`config.mk`:
```
export PLATFORM = sky130hd
export DESIGN_NAME = seven_seg_capture
export DESIGN_NICKNAME = d
export VERILOG_FILES = /design/src/rtl/seven_seg_pkg.sv /design/src/rtl/seg7_glyph_decode.sv /design/src/rtl/seven_seg_capture.sv
export SDC_FILE = /design/constraint.sdc
export NUM_CORES = 1
export LEC_CHECK = 0
export BUFFER_PORTS_ARGS = -buffer_cell sky130_fd_sc_hd__buf_2
export CAP_MARGIN = 20
export CELL_PAD_IN_SITES_DETAIL_PLACEMENT = 1
export CELL_PAD_IN_SITES_GLOBAL_PLACEMENT = 2
export CORE_UTILIZATION = 40
export CTS_CLUSTER_DIAMETER = 200
export DETAILED_ROUTE_END_ITERATION = 6
export HOLD_SLACK_MARGIN = 0.03
export PLACE_DENSITY_LB_ADDON = 0.1
export SLEW_MARGIN = 15
export SYNTH_ARGS = -nofsm -noshare
export SYNTH_HDL_FRONTEND = slang
export SYNTH_SLANG_ARGS = --single-unit
```
`constraint.sdc`:
```
create_clock -name div_clk -period 3.3 [get_ports div_clk]
set_input_delay 0.165 -clock div_clk [delete_from_list [all_inputs] [get_ports div_clk]]
set_output_delay 0.165 -clock div_clk [all_outputs]
set_load 0.01 [all_outputs]
```
`src/rtl/seven_seg_pkg.sv`:
```
// Shared constants for the seven-segment display path: active-low glyphs
// (seg[0]=a .. seg[6]=g) and the anode-sample classification.
package seven_seg_pkg;

    localparam int unsigned N_DIGITS = 4;

    localparam logic [6:0] GLYPH_0     = 7'b1000000;
    localparam logic [6:0] GLYPH_1     = 7'b1111001;
    localparam logic [6:0] GLYPH_2     = 7'b0100100;
    localparam logic [6:0] GLYPH_3     = 7'b0110000;
    localparam logic [6:0] GLYPH_4     = 7'b0011001;
    localparam logic [6:0] GLYPH_5     = 7'b0010010;
    localparam logic [6:0] GLYPH_6     = 7'b0000010;
    localparam logic [6:0] GLYPH_7     = 7'b1111000;
    localparam logic [6:0] GLYPH_8     = 7'b0000000;
    localparam logic [6:0] GLYPH_9     = 7'b0010000;
    localparam logic [6:0] GLYPH_A     = 7'b0001000;
    localparam logic [6:0] GLYPH_B     = 7'b0000011;
    localparam logic [6:0] GLYPH_C     = 7'b1000110;
    localparam logic [6:0] GLYPH_D     = 7'b0100001;
    localparam logic [6:0] GLYPH_E     = 7'b0000110;
    localparam logic [6:0] GLYPH_F     = 7'b0001110;
    localparam logic [6:0] GLYPH_BLANK = 7'b1111111;

    typedef enum logic [1:0] {
        AN_IDLE,
        AN_ONE,
        AN_MULTI
    } an_class_e;

endpackage

```
`src/rtl/seg7_glyph_decode.sv`:
```
// Combinational decode of an active-low segment pattern back to its hex nibble.
module seg7_glyph_decode
    import seven_seg_pkg::*;
(
    input  logic [6:0] seg,
    output logic [3:0] nibble,
    output logic       is_blank,
    output logic       is_legal
);

    always_comb begin
        nibble   = '0;
        is_blank = 1'b0;
        is_legal = 1'b1;
        case (seg)
            GLYPH_0:     nibble = 4'h0;
            GLYPH_1:     nibble = 4'h1;
            GLYPH_2:     nibble = 4'h2;
            GLYPH_3:     nibble = 4'h3;
            GLYPH_4:     nibble = 4'h4;
            GLYPH_5:     nibble = 4'h5;
            GLYPH_6:     nibble = 4'h6;
            GLYPH_7:     nibble = 4'h7;
            GLYPH_8:     nibble = 4'h8;
            GLYPH_9:     nibble = 4'h9;
            GLYPH_A:     nibble = 4'hA;
            GLYPH_B:     nibble = 4'hB;
            GLYPH_C:     nibble = 4'hC;
            GLYPH_D:     nibble = 4'hD;
            GLYPH_E:     nibble = 4'hE;
            GLYPH_F:     nibble = 4'hF;
            GLYPH_BLANK: is_blank = 1'b1;
            default:     is_legal = 1'b0;
        endcase
    end

endmodule

```
`src/rtl/seven_seg_capture.sv`:
```
// Receive side of the multiplexed seven-segment bus: filters, decodes and
// reassembles the scanned digits into one 16-bit value per frame.
module seven_seg_capture
    import seven_seg_pkg::*;
#(
    parameter int unsigned SETTLE = 1,
    parameter int unsigned CNT_W  = 4
) (
    input  logic                  div_clk,
    input  logic                  reset,
    input  logic [3:0]            an,
    input  logic [6:0]            seg,
    input  logic                  clear_err,
    output logic [15:0]           value,
    output logic [N_DIGITS-1:0]   seen,
    output logic                  frame_valid,
    output logic                  pattern_err,
    output logic                  anode_err
);

    localparam logic [CNT_W-1:0] STAB_MAX = CNT_W'(SETTLE - 1);

    logic [3:0]            an_q, an_d, an_prev_q, an_prev_d;
    logic [6:0]            seg_q, seg_d, seg_prev_q, seg_prev_d;
    logic [1:0]            prime_q, prime_d;
    logic [CNT_W-1:0]      stab_q, stab_d;
    logic [15:0]           shadow_val_q, shadow_val_d, value_q, value_d;
    logic [N_DIGITS-1:0]   shadow_seen_q, shadow_seen_d, seen_q, seen_d;
    logic [1:0]            last_idx_q, last_idx_d;
    logic                  frame_valid_q, frame_valid_d;
    logic                  pattern_err_q, pattern_err_d;
    logic                  anode_err_q, anode_err_d;

    logic                  changed, accept;
    logic [1:0]            idx;
    an_class_e             an_class;
    logic [3:0]            nibble;
    logic                  is_blank, is_legal;

    seg7_glyph_decode u_decode (
        .seg      (seg_q),
        .nibble   (nibble),
        .is_blank (is_blank),
        .is_legal (is_legal)
    );

    always_comb begin
        an_d          = an;
        seg_d         = seg;
        an_prev_d     = an_q;
        seg_prev_d    = seg_q;
        prime_d       = {prime_q[0], 1'b1};
        shadow_val_d  = shadow_val_q;
        shadow_seen_d = shadow_seen_q;
        last_idx_d    = last_idx_q;
        value_d       = value_q;
        seen_d        = seen_q;
        frame_valid_d = 1'b0;
        pattern_err_d = clear_err ? 1'b0 : pattern_err_q;
        anode_err_d   = clear_err ? 1'b0 : anode_err_q;

        // prime_q keeps the cleared post-reset registers from posing as a real sample run
        changed = !prime_q[1] || (an_q != an_prev_q) || (seg_q != seg_prev_q);
        if (changed)
            stab_d = '0;
        else if (stab_q == STAB_MAX)
            stab_d = stab_q;
        else
            stab_d = stab_q + 1'b1;
        accept = prime_q[0] && (stab_d == STAB_MAX) && (changed || (stab_q != STAB_MAX));

        idx = 2'd0;
        case (an_q)
            4'b1111: an_class = AN_IDLE;
            4'b1110: an_class = AN_ONE;
            4'b1101: begin an_class = AN_ONE; idx = 2'd1; end
            4'b1011: begin an_class = AN_ONE; idx = 2'd2; end
            4'b0111: begin an_class = AN_ONE; idx = 2'd3; end
            default: an_class = AN_MULTI;
        endcase

        if (accept) begin
            if (an_class == AN_MULTI) begin
                anode_err_d = 1'b1;
            end else if (an_class == AN_ONE) begin
                if (!is_legal) begin
                    pattern_err_d = 1'b1;
                end else begin
                    // A non-increasing index closes the frame before this digit opens the next
                    if (idx <= last_idx_q) begin
                        value_d       = shadow_val_q;
                        seen_d        = shadow_seen_q;
                        frame_valid_d = 1'b1;
                        shadow_seen_d = '0;
                    end
                    if (is_blank) begin
                        shadow_seen_d[idx] = 1'b0;
                    end else begin
                        shadow_val_d[{idx, 2'b00} +: 4] = nibble;
                        shadow_seen_d[idx]              = 1'b1;
                    end
                    last_idx_d = idx;
                end
            end
        end
    end

    always_ff @(posedge div_clk or posedge reset) begin
        if (reset) begin
            an_q          <= '0;
            seg_q         <= '0;
            an_prev_q     <= '0;
            seg_prev_q    <= '0;
            prime_q       <= '0;
            stab_q        <= '0;
            shadow_val_q  <= '0;
            shadow_seen_q <= '0;
            last_idx_q    <= 2'd3;
            value_q       <= '0;
            seen_q        <= '0;
            frame_valid_q <= 1'b0;
            pattern_err_q <= 1'b0;
            anode_err_q   <= 1'b0;
        end else begin
            an_q          <= an_d;
            seg_q         <= seg_d;
            an_prev_q     <= an_prev_d;
            seg_prev_q    <= seg_prev_d;
            prime_q       <= prime_d;
            stab_q        <= stab_d;
            shadow_val_q  <= shadow_val_d;
            shadow_seen_q <= shadow_seen_d;
            last_idx_q    <= last_idx_d;
            value_q       <= value_d;
            seen_q        <= seen_d;
            frame_valid_q <= frame_valid_d;
            pattern_err_q <= pattern_err_d;
            anode_err_q   <= anode_err_d;
        end
    end

    assign value       = value_q;
    assign seen        = seen_q;
    assign frame_valid = frame_valid_q;
    assign pattern_err = pattern_err_q;
    assign anode_err   = anode_err_q;

endmodule

```
After elaboration in Yosys (flattened, before gate mapping)
Index checks and enable logic that the tools add are counted.
{ "word_totals": {"regBits": 73, "output_inout_bits": 23} }
{ "classes": {"n_lt_le_gt_ge": 3, "n_bitwise": 5, "reduce_logical": 16, "n_shift": 2, "muxes": 29, "addsub": 2, "n_eq_ne": 25} }
{ "ops": {"columns": ["operator", "count"], "rows": [
  ["$pmux W4 S15", 1],
  ["$eq A7 B7 Y1 const B", 5],
  ["$mux W4", 8],
  ["$eq A7 B5 Y1 const B", 3],
  ["$eq A7 B6 Y1 const B", 3],
  ["$reduce_or A17 Y1", 1],
  ["$bwmux W16", 1],
  ["$eq A4 B4 Y1 const B", 4],
  ["$mux W1", 16],
  ["$shift A4 B6 Y16 const A", 1],
  ["$shiftx A4 B6 Y16", 1],
  ["$eq A7 B2 Y1 const B", 2],
  ["$eq A7 B4 Y1 const B", 2],
  ["$reduce_and A5 Y1", 2],
  ["$logic_not A4 Y1", 2],
  ["$eq A7 B3 Y1 const B", 1],
  ["$logic_not A7 Y1", 1],
  ["$ne A7 B7 Y1", 1],
  ["$neg A4 Y6", 1],
  ["$pmux W2 S3", 1],
  ["$add A4 B1 Y4 const B", 1],
  ["$and A4 B4 Y4", 1],
  ["$eq A4 B3 Y1 const B", 1],
  ["$ne A4 B4 Y1", 1],
  ["16 further kinds", 21]
]} }

Logic depth before layout (Yosys ltp)
Gate-level depths: netlist of run 1.
{ "logic_depth": {"ltp_word": 10, "depth_mapped": 10, "mapped_depth_nobuf": 8} }

By module
Synthesis of run 1 repeated with hierarchy kept, for this count alone.
{ "unflattened": {"cells_unflattened": 295, "hier_area_um2": 3647.2} }
{ "modules_own_cells": {"columns": ["module", "seq_area_each_um2", "instances", "cells_per_inst", "area_per_inst_um2"], "rows": [
  ["seven_seg_capture", 1829.3, 1, 242, 3265.6],
  ["seg7_glyph_decode", 0.0, 1, 53, 381.6]
]} }

Worst setup path before layout of run 1
Ideal clock, no wire load.
{ "synth_path": {"path_kind": "register to register", "start": "register an_q[3], in the netlist an_prev_d[3]", "end": "register value_q[10], in the netlist value[10]", "setup_slack_ns": 0.429, "stages_incl_launch_ff": 11, "arrival_time_ns": 2.746, "cell_sequence": "dfrtp_1 > clkbuf_1 > xor2_1 > nand3_1 > inv_1 > ha_1 > nor2b_1 > o21ai_0 > or4b_4 > buf_6 > mux2_4"} }
{ "synth_between": {"elab_cells_between_ends": 21, "cone_classes": "1 x order compare; 8 x eq/ne; 3 x mux; 1 x bitwise; 8 x reduce/logical"} }
{ "synth_lines": {"columns": ["element", "line", "source"], "rows": [
  ["start: declaration", "seven_seg_capture.sv:23", "logic [3:0] an_q, an_d, an_prev_q, an_prev_d;"],
  ["start signal: assignment", "seven_seg_capture.sv:125", "an_q <= an_d;"],
  ["$eq A4 B3 Y1 / $eq A4 B4 Y1 (equally long branches)", "seven_seg_capture.sv:73", "case (an_q)"],
  ["$pmux W2 S3 *", "seven_seg_capture.sv:73", null],
  ["named net idx[1]", "seven_seg_capture.sv:35", "logic [1:0] idx;"],
  ["$le A2 B2 Y1 *", "seven_seg_capture.sv:90", "if (idx <= last_idx_q) begin"],
  ["$reduce_and A5 Y1 (no source line) *", null, null],
  ["end signal: assignment", "seven_seg_capture.sv:134", "value_q <= value_d;"],
  ["end: declaration", "seven_seg_capture.sv:27", "logic [15:0] shadow_val_q, shadow_val_d, value_q, value_d;"]
]} }
The timed path passes the listed nets; every way through them passes the cells marked *.
A chain may end at the register's enable or synchronous reset.

Final worst setup path of run 1
Same ends and word-level chain as after synthesis.

==> out/qor.yml, run 1 <==
power_and_ir_drop:
  pwr_density_cell_mw_per_mm2: 496
  peakVddDrop_v: 0.000243
  p_leak_nw: 1.98
  p_total_mw: 2.07
timing:
  worst_pin_slew_ns: 0.867
  fin_crit_ns: 2.89
  maxSlewViolCount: 0
  whs_ns: 0.0750
  rsz0062_at_grt: "no"
  tns_ns: 0
  fin_crit_sh: 0.875
  max_freq_mhz: 346
  finalHoldViolations: 0
  final-setup-viol-count: 0
  fin_ws_ns: 0.413
  slew_headroom: 0.421
  skew_ns: 0.0150
cells_and_area:
  area_growth_pct: 17.8
  drive_above_1_share: 0.324
  nets: 356
  final_area_mm2: 0.00417
  diodes: 0
placed_design:
  gp_congestion: 0.756
  port_buffers: 36
  place_ws_ns: 0.397
  hpwl_um: 5040
  dpl_cell_area_mm2: 0.00380
worst_setup_path:
  end_kind: "flop"
  arrival_ns: 3.11
  cp.required_ns: 3.52
  cp-start-kind: "flop"
  crit_fanout: 21
  critical_path_class: "flop to flop"
synthesis:
  synth-xor-area-share: 0.0446
  synth_seq_cells: 73
  synth_compound_area_frac: 0.0602
  synthSimpleGateAreaFrac: 0.155
  synth_top_family_by_area: "simple AND/OR/NAND/NOR gates"
  yosys.area_share.adder: 0.0418
  synthTopCellsByArea: "dfrtp_1 50%, mux2_4 8.1%, mux2_2 6.1%"
  synth_edf_count: 0
  synth_mux_area_frac: 0.147
  synth_cell_type_count: 52
  synth_area_leader_cell: "dfrtp_1"
  syn_nets: 305
  synth_top_area_frac: 0.502
  syn_area_per_cell_um2: 12.6
  dominantRegCellSynth: "dfrtp_1"
  ys_seq_area_frac: 0.517
  yosysWarnings: 0
  async_reset_ff_frac: 1.00
  syn_inst: 280
  synth_area_mm2: 0.00354
routing:
  routed-via-count: 2303
  highest-signal-layer: "met4"
  drtPass1Iterations: 4
  remaining_drc_errors: 0
  vias_per_cell: 5.22
  post_drt_wl_per_cell_um: 16.3
  wl_um: 7200
  detail-route-antenna-nets: 0
  drt-met1-wl_um: 3490
  met3WireLength_um: 203
  dr_wl_met2_um: 3430
  drt_iter0_drc: 36
cts:
  cts.sinks: 73
  cts_buffers: 9
  clock_latency_ns: 0.35
  htree_num_levels: 3
  path_clk_slew_ns: 0.08
  cts_tree: "yes"
  cts_buffer_depth: 2
  cts_root_buffer: "clkbuf_8"
  postCtsSetupBuffers: 0
floorplanning:
  initial_core_util: 0.422
  die_h_um: 96.0
  core_mm2: 0.00838
  io_pins: 37
  rows: 33
  die_w_um: 96.0
  dieArea_mm2: 0.00922
job:
  max-cap-violations: 0
global_routing:
  grtUsageTotal: 0.178
  grt_pass1_wl_um: 12200
  antenna_found_initial: 0
  grt_max_degree: 43
  overflow: 0
  grt_pass1_vias: 2425
worst_hold_path:
  hp-class: "primary input to flop"
run_status:
  status: "finished, final reports clean"
==> what timing repair did <==
item	in CTS	in global routing
endpoints found under the hold margin	46	0
hold buffers	12	0
gates resized for setup	0	0
==> power by group <==
part	leakage (nW)	switching, mW	internal [mW]	total, mW
Clock	0.117	0.344	0.506	0.851
Combinational	0.928	0.102	0.118	0.219
Sequential	0.933	0.0486	0.948	0.997
==> final timing paths <==
path / start / end / slack [ns] / cells past startpoint
hold / removal: clear_err / anode_err / 0.08 / 3
setup / recovery: an_prev_d[3] / value[10] / 0.41 / 8
min in group asynchronous: reset / seen[0] / 0.55 / 3
setup reg to reg: an_prev_d[3] / value[10] / 0.41 / 8
hold reg to reg: seg_prev_d[1] / seg_prev_q[1] / 0.47 / 0
max in group asynchronous: reset / last_idx_q[1] / 1.78 / 4
==> flip-flops by register name, indices dropped and copies added (netlist names) <==
name / cells
shadow_val_q: 16
value: 16
seg_prev_d: 7
seg_prev_q: 7
an_prev_d: 4
an_prev_q: 4
seen: 4
shadow_seen_q: 4
stab_q: 4
last_idx_q: 2
prime_q: 2
anode_err: 1
frame_valid: 1
pattern_err: 1
==> per-stage QoR <==
stage           util  instances
2_1_floorplan      -        280
3_3_place_gp   0.454        413
3_5_place_dp   0.454        413
4_1_cts        0.497        441
5_1_grt        0.497        441
6_report       0.497        441
==> cell families (layout without fill, tap and decap cells) <==
logic type | Yosys count | count (layout)
other | 1 | 1
flip-flops | 73 | 73
adder cells (fa/ha/maj) | 12 | 12
AND/OR/NAND/NOR | 86 | 86
XOR/XNOR | 18 | 18
buffers and inverters | 23 | 79
AO/OA/AOI/OAI | 27 | 27
multiplexers | 40 | 40
==> synth_stat cells (3+ instances only) <==
master     n
nand4_1    8
a21oi_1    4
ha_1      11
inv_1     10
buf_6      3
xnor2_1   12
nor3_1     4
a221o_1    3
nand3_1    7
clkbuf_1   4
xor2_1     6
nor3b_1    7
a31oi_1    3
nand2_1    9
mux2_4    19
buf_2      5
or3_1      4
mux2_2    19
nor2_1    21
dfrtp_1   71
nor2b_1    7
nor4b_2    4
==> layer usage <==
layer | vias to the layer above | GRT usage
met5 | - | 0
met4 | 0 | 0.0373
met3 | 8 | 0.0545
met2 | 37 | 0.285
met1 | 1158 | 0.237
li1 | 1100 | -
==> cell usage in the layout (no fill, tap or decap), types with 3 or more instances in the layout <==
master	n
xnor2_1	12
ha_1	11
mux2_2	19
a31oi_1	3
nor4b_2	4
nand4_1	8
nor2_1	21
a21oi_1	4
nor3b_1	7
buf_2	36
or3_1	4
clkbuf_8	9
nor3_1	4
dfrtp_1	71
mux2_4	19
xor2_1	6
nor2b_1	7
dlygate4sd3_1	12
a221o_1	3
nand3_1	7
nand2_1	9
inv_1	9
buf_4	5
bufinv_16	3
==> worst max-delay path, stage by stage (launching register included) <==
cell,delay [ns]
dfrtp_1,0.48
xor2_1,0.21
nand3_1,0.20
inv_1,0.20
ha_1,0.26
nor2b_1,0.13
o21ai_0,0.19
or4b_4,0.71
mux2_4,0.37
==> layout make-up <==
| type | count | area [µm²] |
|---|---|---|
| Clock buffer | 10 | 128 |
| Clock inverter | 6 | 115 |
| Multi-Input combinational cell | 184 | 1590 |
| Timing Repair Buffer | 53 | 338 |
| Tap cell | 105 | 131 |
| Sequential cell | 73 | 1830 |
| Inverter | 10 | 37.5 |
| Fill cell | 886 | 4220 |
Power figures use the tool's default switching activity.
==> run 2: changes to the inputs <==
Settings changed: BUFFER_PORTS_ARGS -buffer_cell sky130_fd_sc_hd__buf_2 to -buffer_cell sky130_fd_sc_hd__buf_4, SKIP_LAST_GASP from default to 1.
==> run 2 against run 1 <==
  * Worst hold slack improved by 0.0060 ns
  * Wire length increased by 0.26%
  * Combinational power increased by 7%
  * Global-route usage decreased by 0.11 points
  * Critical path type unchanged
==> out/qor.yml, run 2 (same netlist as run 1, synthesis figures left out) <==
cells_and_area:
  diodes: 0
  drive_above_1_share: 0.327
  layout_commonest_cell: "dfrtp_1"
  area_growth_pct: 19.7
  nets: 356
  mostFrequentLayoutCells: "71 x dfrtp_1, 41 x buf_4, 21 x nor2_1"
worst_setup_path:
  critical_path_class: "flop to flop"
  max_stage_delay_ns: 0.71
  critPathTopFamily: "simple AND/OR/NAND/NOR gates"
  slowest_stage: "or4b_4"
  arrival_ns: 3.16
  worst-path-buf-inv: 1
  cp.required_ns: 3.53
  cp-start-kind: "flop"
  crit_fanout: 21
  crit_chain: "xor2_1 -> nand3_1 -> inv_1 -> ha_1 -> nor2b_1 -> o21ai_0 -> or4b_4 -> mux2_4"
  end_kind: "flop"
floorplanning:
  rows: 33
  initial_core_util: 0.422
  io_pins: 37
  dieArea_mm2: 0.00922
  die_w_um: 96.0
  die_h_um: 96.0
  core_mm2: 0.00838
timing:
  worst_pin_slew_ns: 0.674
  finalHoldViolations: 0
  fin_crit_ns: 2.93
  skew_ns: 0.0151
  fin_crit_sh: 0.889
  max_freq_mhz: 341
  tns_ns: 0
  whs_ns: 0.0810
  final-setup-viol-count: 0
  slew_headroom: 0.549
  maxSlewViolCount: 0
  rsz0062_at_grt: "no"
cts:
  cts_buffer_depth: 2
  cts.sinks: 73
  ctsResizeCount: 0
  cts_tree: "yes"
  clock_latency_ns: 0.35
  htree_num_levels: 3
  path_clk_slew_ns: 0.08
  postCtsSetupBuffers: 0
  cts_root_buffer: "clkbuf_8"
  cts_buffers: 9
routing:
  vias_per_cell: 5.23
  drt_iter0_drc: 41
  routed-via-count: 2308
  remaining_drc_errors: 0
  drtPass1Iterations: 4
  post_drt_wl_per_cell_um: 16.4
  detail-route-antenna-nets: 0
  wl_um: 7220
placed_design:
  port_buffers: 36
  hpwl_um: 5030
  gp_congestion: 0.752
global_routing:
  grt_max_degree: 46
  overflow: 0
  antenna_found_initial: 0
  grt_pass1_wl_um: 12300
  grtUsageTotal: 0.177
  grt_pass1_vias: 2439
power_and_ir_drop:
  pwr_density_cell_mw_per_mm2: 475
  peakVddDrop_v: 0.000244
  p_leak_nw: 1.98
  p_total_mw: 2.01
job:
  max-cap-violations: 0
run_status:
  status: "finished, final reports clean"
worst_hold_path:
  hp-class: "primary input to flop"
==> run 2: stage by stage <==
stage	area (µm²)	setup WS, ns	utilization	cells
global route	4230	0.208	0.505	441
finish	4230	0.368	0.505	441
global placement	3890	0.490	0.465	413
floorplan	3540	0.429	-	280
detailed placement	3890	0.372	0.465	413
CTS	4230	0.355	0.505	441
==> run 2: final cells by class <==
class                           count  area [µm²]
Timing Repair Buffer               53         428
Fill cell                         886        4150
Multi-Input combinational cell    184        1590
Tap cell                          105         131
Inverter                           10        37.5
Clock buffer                        9         124
Sequential cell                    73        1830
Clock inverter                      7        93.8
==> run 2: path summary, 6_finish.rpt <==
check,depth (start not counted),from,slack [ns],endpoint
hold reg to reg,0,prime_q[0],0.49,prime_q[1]
setup / recovery,8,an_prev_d[3],0.37,value[6]
min in group asynchronous,4,reset,0.44,stab_q[2]
hold / removal,3,clear_err,0.08,anode_err
setup reg to reg,8,an_prev_d[3],0.37,value[6]
max in group asynchronous,4,reset,2.36,shadow_val_q[6]
==> run 2: where the power goes <==
group          switching [mW]  internal, mW  total, mW
Sequential             0.0530         0.948       1.00
Combinational           0.101         0.133      0.234
Clock                   0.347         0.426      0.773
Total                   0.501          1.51       2.01
==> run 2: tightest hold or removal path, delay by kind of cell <==
| kind | cells | cell delay, ns |
|---|---|---|
| buffers and inverters | 2 | 0.11 |
| AO/OA/AOI/OAI | 1 | 0.11 |
==> run 2: repair_timing <==
item,in CTS,in global routing
endpoints found under the setup margin,0,0
hold buffers,12,0
endpoints found under the hold margin,82,0
==> run 2: routing by layer <==
layer	track usage	up-vias	part of all wire	wire length (µm)
met3	0.0411	8	0.024	174
li1	-	1088	-	-
met2	0.279	30	0.47	3400
met5	0	-	0	0
met4	0.0597	0	0.012	84
met1	0.238	1182	0.49	3550
==> run 3: changes to the inputs <==
Settings changed: ABC_AREA from default to 1, BUFFER_PORTS_ARGS -buffer_cell sky130_fd_sc_hd__buf_4 to default, CORE_UTILIZATION 40 to 37, DONT_BUFFER_PORTS from default to 1.
==> run 3 against run 2 <==
  * Core utilization decreased by 7.3 points
  * Wire length increased by 22%
  * Sequential cell count unchanged
  * Design area decreased by 0.65%
  * Final cell count increased by 44%
  * Via count increased by 29%
  * Synthesized cell count increased by 70%
  * Sequential power about the same
  * Clock-buffer cell count increased by 1
  * Die area increased by 13%
  * Non-clock buffer count decreased by 37
  * Critical path type unchanged
==> out/qor.yml, run 3 <==
run_status:
  status: "finished, final reports clean"
timing:
  worst_pin_slew_ns: 0.746
  finalHoldViolations: 0
  tns_ns: 0
  rsz0062_at_grt: "no"
  maxSlewViolCount: 0
  fin_crit_sh: 0.798
  fin_crit_ns: 2.63
  final-setup-viol-count: 0
  slew_headroom: 0.503
  skew_ns: 0.00943
  max_freq_mhz: 380
power_and_ir_drop:
  p_total_mw: 2.03
  peakVddDrop_v: 0.000240
  p_leak_nw: 2.33
  netSwitchingFraction: 0.253
  p_switching_mw: 0.513
  p_int_mw: 1.51
  combPwrFrac: 0.087
  pwr_density_cell_mw_per_mm2: 482
  p_clk_frac: 0.436
  pwr-share-seq: 0.476
synthesis:
  synth_mux_area_frac: 0
  ys_top_cells_by_count: "191 x nand2_1, 71 x dfrtp_1, 47 x inv_1"
  synthSimpleGateAreaFrac: 0.351
  synth-xor-area-share: 0.00237
  synth_top_area_frac: 0.480
  synth_seq_cells: 73
  synth_compound_area_frac: 0.0426
  async_reset_ff_frac: 1.00
  yosysWarnings: 0
  synth_edf_count: 0
  yosysMostFrequentCell: "nand2_1"
  syn_area_per_cell_um2: 7.79
  synth_cell_type_count: 29
  synth_top_family_by_area: "simple AND/OR/NAND/NOR gates"
  syn_inst: 475
  ys_seq_area_frac: 0.494
  synth_area_mm2: 0.00370
  dominantRegCellSynth: "dfrtp_1"
  synth_area_leader_cell: "dfrtp_1"
  syn_nets: 500
  synthTopCellsByArea: "dfrtp_1 48%, nand2_1 19%, inv_1 4.8%"
  yosys.area_share.adder: 0.0372
routing:
  post_drt_wl_per_cell_um: 13.9
  detail-route-antenna-nets: 0
  wl_um: 8780
  drt_iter0_drc: 96
  drtPass1Iterations: 4
  vias_per_cell: 4.71
  remaining_drc_errors: 0
  routed-via-count: 2981
floorplanning:
  core_mm2: 0.00973
  io_pins: 37
  die_h_um: 102
  die_w_um: 102
  rows: 36
  initial_core_util: 0.380
  dieArea_mm2: 0.0104
worst_setup_path:
  crit_chain: "nand2_1 -> nor3_1 -> a31oi_1 -> buf_4 -> ha_1 -> inv_1 -> o21ai_0 -> inv_1 -> nor2_4 -> nand2_1 -> nand2_1"
  arrival_ns: 2.93
  cp.required_ns: 3.60
  crit_fanout: 21
  max_stage_delay_ns: 0.50
  crit_start: "an_prev_d[0]"
  endpoint: "value[11]"
  rr_endpoint: "value[11]"
  timing.rr.start: "an_prev_d[0]"
  cp.depth: 11
  worst-path-buf-inv: 3
  worstRegToRegCells: 11
  critPathMostFrequentCell: "nand2_1"
  slowest_stage: "o21ai_0"
  critPathTopFamily: "simple AND/OR/NAND/NOR gates"
  cp-start-kind: "flop"
  rrSetupSlack_ns: 0.67
  critical_path_class: "flop to flop"
  end_kind: "flop"
global_routing:
  grt_pass1_vias: 3164
  antenna_found_initial: 0
  grt_max_degree: 60
  grtUsageTotal: 0.193
  overflow: 0
  grt_pass1_wl_um: 15300
cts:
  htree_num_levels: 3
  ctsHoldBuffers: 13
  cts_tree: "yes"
  clock_latency_ns: 0.35
  cts.sinks: 73
  cts_buffer_depth: 2
  cts_buffers: 9
  postCtsSetupBuffers: 0
  ctsResizeCount: 0
  path_clk_slew_ns: 0.08
  cts_root_buffer: "clkbuf_8"
cells_and_area:
  fillers: 1208
  nets: 520
  layout_commonest_cell: "nand2_1"
  diodes: 0
  mostFrequentLayoutCells: "191 x nand2_1, 71 x dfrtp_1, 46 x inv_1"
  final_area_mm2: 0.00420
  post-route-util: 0.432
  area_growth_pct: 13.6
  drive_above_1_share: 0.0900
job:
  max-cap-violations: 0
placed_design:
  dpl_cell_area_mm2: 0.00382
  gp_congestion: 0.865
  hpwl_um: 6730
  port_buffers: 0
worst_hold_path:
  hp-class: "primary input to asynchronous set/reset pin"
==> run 3: changes by cell type in the layout (fill, tap and decap cells not counted), moves of 12 or more <==
cell / before / now
nand3_1: 7 / 22
mux2_4: 19 / 0
inv_1: 9 / 46
buf_4: 41 / 3
xnor2_1: 12 / 0
nor2_1: 21 / 44
mux2_2: 19 / 0
nand2_1: 9 / 191
==> run 3: how the worst min path moves through the flow <==
stage	from	endpoint	slack [ns]	cells past startpoint
2_1_floorplan	an[0]	an_prev_d[0]	0.20	0
3_3_place_gp	reset	stab_q[2]	0.03	1
3_5_place_dp	reset	stab_q[2]	0.03	1
4_1_cts	reset	stab_q[2]	0.21	2
5_1_grt	reset	stab_q[2]	0.24	2
6_report	reset	stab_q[2]	0.22	2
==> run 3: area by class of cell <==
cell class	count	area [µm²]	area share
clock inverter	6	115	0.0274
multi-input combinational	343	1610	0.382
timing repair buffer	16	153	0.0363
clock buffer	10	138	0.0327
inverter	52	195	0.0464
sequential	73	1830	0.435
tap	133	166	0.0396
==> run 3: metal layers <==
metal / wire length, µm / up-vias / global-route usage / part of all wire
met5: 0 / - / 0 / 0
met4: 127 / 0 / 0.0626 / 0.014
met3: 252 / 10 / 0.0397 / 0.029
met2: 3830 / 36 / 0.299 / 0.44
met1: 4570 / 1408 / 0.268 / 0.52
li1: - / 1527 / - / -
==> run 3: power by group through the flow <==
stage                     combinational, mW  clock [mW]  sequential [mW]
after floorplan                       0.130           0            0.974
after global placement                0.165           0            0.981
after detailed placement              0.169           0            0.983
after CTS                             0.182       0.915            0.966
after global routing                  0.208       0.950            0.971
final                                 0.177       0.884            0.965
==> run 3: logic make-up after synthesis <==
kind of cell / after synthesis
compound gates: 28
xor+xnor: 1
fa+ha+maj: 11
buf+inv: 59
flops: 73
other cells: 1
simple gates: 302
==> run 3: stage by stage <==
step	worst slack [ns]	hold WS, ns	std cells
finish	0.665	0.216	633
global route	0.334	0.236	633
CTS	0.611	0.207	633
detailed placement	0.629	0.0264	604
global placement	0.705	0.0290	604
floorplan	1.01	0.196	475
